File: config.mk
export PLATFORM = sky130hd
export DESIGN_NAME = serial_add_ctrl
export DESIGN_NICKNAME = d
export VERILOG_FILES = /design/src/rtl/serial_add_ctrl.sv
export SDC_FILE = /design/constraint.sdc
export NUM_CORES = 1
export LEC_CHECK = 0
export BUFFER_PORTS_ARGS = -buffer_cell sky130_fd_sc_hd__buf_4
export CORE_ASPECT_RATIO = 0.6
export CORE_UTILIZATION = 50
export DETAILED_ROUTE_END_ITERATION = 6
export GPL_TIMING_DRIVEN = 0
export HOLD_SLACK_MARGIN = 0.03
export PLACE_DENSITY = 0.75
export SYNTH_ARGS = -nofsm -noshare
export SYNTH_HDL_FRONTEND = slang
export SYNTH_SLANG_ARGS = --single-unit
File: constraint.sdc
create_clock -name clk -period 1.8 [get_ports clk]
set_input_delay 0.09 -clock clk [delete_from_list [all_inputs] [get_ports clk]]
set_output_delay 0.09 -clock clk [all_outputs]
set_load 0.01 [all_outputs]
File: src/rtl/serial_add_ctrl.sv
// Bit-serial adder controller: streams operands LSB first through an external
// full adder, one bit per clock, and returns the registered sum and carry.
module serial_add_ctrl #(
  parameter int unsigned WIDTH = 8
) (
  input  logic             clk,
  input  logic             rst_n,
  input  logic             start,
  input  logic [WIDTH-1:0] a,
  input  logic [WIDTH-1:0] b,
  input  logic             cin,
  output logic             busy,
  output logic             done,
  output logic [WIDTH-1:0] sum,
  output logic             cout,
  output logic             fa_a,
  output logic             fa_b,
  output logic             fa_ci,
  input  logic             fa_s,
  input  logic             fa_co
);

  localparam int unsigned CW = $clog2(WIDTH);

  typedef enum logic [1:0] {
    IDLE = 2'd0,
    RUN  = 2'd1,
    DONE = 2'd2
  } state_t;

  state_t           state_q;
  state_t           state_d;
  logic [WIDTH-1:0] a_sh;
  logic [WIDTH-1:0] b_sh;
  logic [WIDTH-1:0] s_sh;
  logic             carry;
  logic [CW-1:0]    cnt;
  logic             last_c;

  // Final serial step: this edge processes the operand MSB.
  assign last_c = (cnt == CW'(WIDTH - 1));

  // State register.
  always_ff @(posedge clk or negedge rst_n) begin
    if (!rst_n) begin
      state_q <= IDLE;
    end else begin
      state_q <= state_d;
    end
  end

  // Next-state logic plus status and full-adder drive decoded from the state.
  always_comb begin
    state_d = state_q;
    busy    = 1'b0;
    done    = 1'b0;
    fa_a    = 1'b0;
    fa_b    = 1'b0;
    fa_ci   = 1'b0;
    case (state_q)
      IDLE: begin
        if (start) begin
          state_d = RUN;
        end
      end
      RUN: begin
        busy  = 1'b1;
        fa_a  = a_sh[0];
        fa_b  = b_sh[0];
        fa_ci = carry;
        if (last_c) begin
          state_d = DONE;
        end
      end
      DONE: begin
        done    = 1'b1;
        state_d = IDLE;
      end
      default: begin
        state_d = IDLE;
      end
    endcase
  end

  // Operand capture, serial shifting and result registers.
  always_ff @(posedge clk or negedge rst_n) begin
    if (!rst_n) begin
      a_sh  <= '0;
      b_sh  <= '0;
      s_sh  <= '0;
      carry <= 1'b0;
      cnt   <= '0;
      sum   <= '0;
      cout  <= 1'b0;
    end else begin
      case (state_q)
        IDLE: begin
          if (start) begin
            a_sh  <= a;
            b_sh  <= b;
            s_sh  <= '0;
            carry <= cin;
            cnt   <= '0;
          end
        end
        RUN: begin
          a_sh  <= a_sh >> 1;
          b_sh  <= b_sh >> 1;
          s_sh  <= {fa_s, s_sh[WIDTH-1:1]};
          carry <= fa_co;
          cnt   <= cnt + CW'(1);
          if (last_c) begin
            sum  <= {fa_s, s_sh[WIDTH-1:1]};
            cout <= fa_co;
          end
        end
        default: begin
        end
      endcase
    end
  end

endmodule

==> out/metrics.yaml <==
status: "finished clean"
fin_crit_sh: 0.9365
grt_first_pass_wirelength_um: 5968
drt_wl_total_um: 3678
min_from: "fa_co"
io_buffer_count: 35
vias: 1287
worstSetupEndpointType: "output pin"
netlist_area_um2: 1673
core-area_um2: 3022
p_leak_nw: 1.004
rows: 15
synth_seq_cells: 38
grt_pass1_vias: 1195
diodes: 0
post-route-min-period_ns: 1.686
netlist_instances: 137
wl_per_cell_um: 16.57
root_buffer: "clkbuf_8"
worst_pin_slew_ns: 0.4978
globalRouteTotalUtil: 0.2321
setup_viol: 0
grt_max_degree: 39
regArea_um2: 950.9
fin_util: 0.6961
hp-class: "in2reg"
cts_buffers: 5
io_pins: 36
hold_ws_ns: 0.04074
maxSlewHeadroom: 0.6678
hold_viol: 0
path_clk_slew_ns: 0.08
dp_hpwl_um: 2479
gp_congestion: 0.7518
rsz0062_at_grt: "no"
max_clock_freq_mhz: 593.2
cts.path.max_buffers: 2
crit_required_ns: 1.71
antenna_found_initial: 0
p_per_area_nw_per_um2: 1759
yosysWarningCount: 0
cap_violations: 0
area_growth_syn_to_layout_pct: 25.73
final_cell_count_no_fill: 222
syn_avg_cell_area_um2: 12.21
cp.arrival_ns: 1.60
drt_pass1_iterations: 4
first_iter_violations: 98
viasPerCell: 5.797
fin_skew_ns: 0.005898
htreeDepth: 2
dieArea_um2: 3589
critPathKind: "reg2out"
ir_drop_uv: 772.9
synth_nets: 161
nets: 203
tns_ns: 0
cp_max_fo: 10
r2r-start: "cnt[0]"
overflow: 0
postRouteAntennaNets: 0
finalPower_mw: 3.700
synth-seq-area-share: 0.5684
cts_tree: "built"
drcViolationCount: 0
multi_input_area_um2: 636.9
fp.dieH_um: 46.81
dp_cells: 214
clkSinkCount: 38
start_util: 0.5536
clock_latency_ns: 0.30
synth.distinct_cells: 21
die_x_um: 76.68
n_fill_cell: 235
cp-startpoint: "state_q[1]"
report.final.slew_viol_count: 0
drive_gt1_frac: 0.3500
post_cts_resized: 0
critPathLaunchType: "register"
[critical path, stage by stage, from the launching register on]
cell	delay, ns
dfrtp_1	0.49
nand2b_4	0.18
buf_6	0.14
inv_8	0.05
buf_6	0.14
and2_1	0.16
buf_4	0.14
[final timing paths]
| path | to | slack (ns) | cells past startpoint |
|---|---|---|---|
| max in group asynchronous | s_sh[6] | 1.19 | 2 |
| max reg2reg | sum[7] | 0.36 | 4 |
| min | cout | 0.04 | 2 |
| min in group asynchronous | a_sh[4] | 0.28 | 2 |
| max | fa_b | 0.11 | 6 |
| min reg2reg | cnt[1] | 0.51 | 1 |
[metrics by stage]
stage	area, µm²	setup slack, ns
final	2103	0.1143
after global routing	2103	0.03303
after CTS	2107	0.07946
after detailed placement	1988	0.3681
after global placement	1988	0.3839
after floorplan	1673	0.4459
[timing repair]
action,CTS,global route
endpoints found under the hold margin,38,0
setup endpoints to repair,0,1
hold buffers,1,0
buffers inserted,0,0
[power by group]
part	total, mW	internal, mW	switching, mW
Clock	0.726	0.408	0.318
Sequential	1.50	1.23	0.275
Combinational	1.47	0.770	0.700
[placed cells by master (no fill, tap or decap), types with 2 or more instances in the layout]
master	count
nand2_1	3
nor2_1	3
a22o_1	9
nor2b_1	2
and2_1	3
mux2_4	9
ha_1	2
dfrtp_1	38
clkbuf_8	5
clkinv_2	2
buf_6	2
o22ai_1	30
o21ai_0	5
buf_2	2
buf_4	38
inv_1	3
a21oi_1	16
[final cells by class]
type / instances / share of cell area
Tap cell: 42 / 0.02499
Clock buffer: 5 / 0.03272
Multi-Input combinational cell: 86 / 0.3028
Clock inverter: 3 / 0.01904
Buffer: 8 / 0.02796
Inverter: 4 / 0.01071
Sequential cell: 38 / 0.4521
Timing Repair Buffer: 36 / 0.1297
[routing by layer]
layer / share of wire / up-vias / track usage
met3: 0.061 / 7 / 0.05825
met1: 0.47 / 634 / 0.3220
met4: 0.018 / 0 / 0.1038
met2: 0.45 / 46 / 0.3571
li1: - / 600 / -
met5: 0 / - / 0
[cell usage after synthesis]
| master | instances | area [µm²] |
|---|---|---|
| inv_1 | 3 | 11.26 |
| nor2b_1 | 2 | 12.51 |
| nand2b_4 | 1 | 13.76 |
| nand2_8 | 1 | 20.02 |
| buf_6 | 2 | 22.52 |
| o21ai_0 | 5 | 25.02 |
| nand2b_1 | 1 | 6.260 |
| a22o_1 | 9 | 78.83 |
| buf_2 | 2 | 10.01 |
| nor2_1 | 3 | 11.26 |
| o22ai_1 | 30 | 187.7 |
| clkbuf_1 | 2 | 7.510 |
| nand2_1 | 3 | 11.26 |
| buf_4 | 3 | 22.52 |
| inv_8 | 1 | 11.26 |
| ha_1 | 2 | 25.02 |
| mux2_4 | 9 | 135.1 |
| a21oi_1 | 16 | 80.08 |
| and2_1 | 3 | 18.77 |
| dfrtp_1 | 38 | 950.9 |
| o21bai_2 | 1 | 11.26 |
[flip-flops by register name, summed over array words and instances, names as in the netlist]
| name | flops |
|---|---|
| a_sh | 8 |
| state_q | 2 |
| cout | 1 |
| carry | 1 |
| sum | 8 |
| s_sh | 7 |
| b_sh | 8 |
| cnt | 3 |
[kinds of logic after synthesis]
group / Yosys count / synth area share
AOI/OAI and AO/OA: 61 / 0.2289
adders and majority gates: 2 / 0.01496
buffers and inverters: 13 / 0.05086
DFF: 38 / 0.5684
muxes: 9 / 0.08078
and+or+nand+nor: 14 / 0.05610
Power figures use the tool's default switching activity.
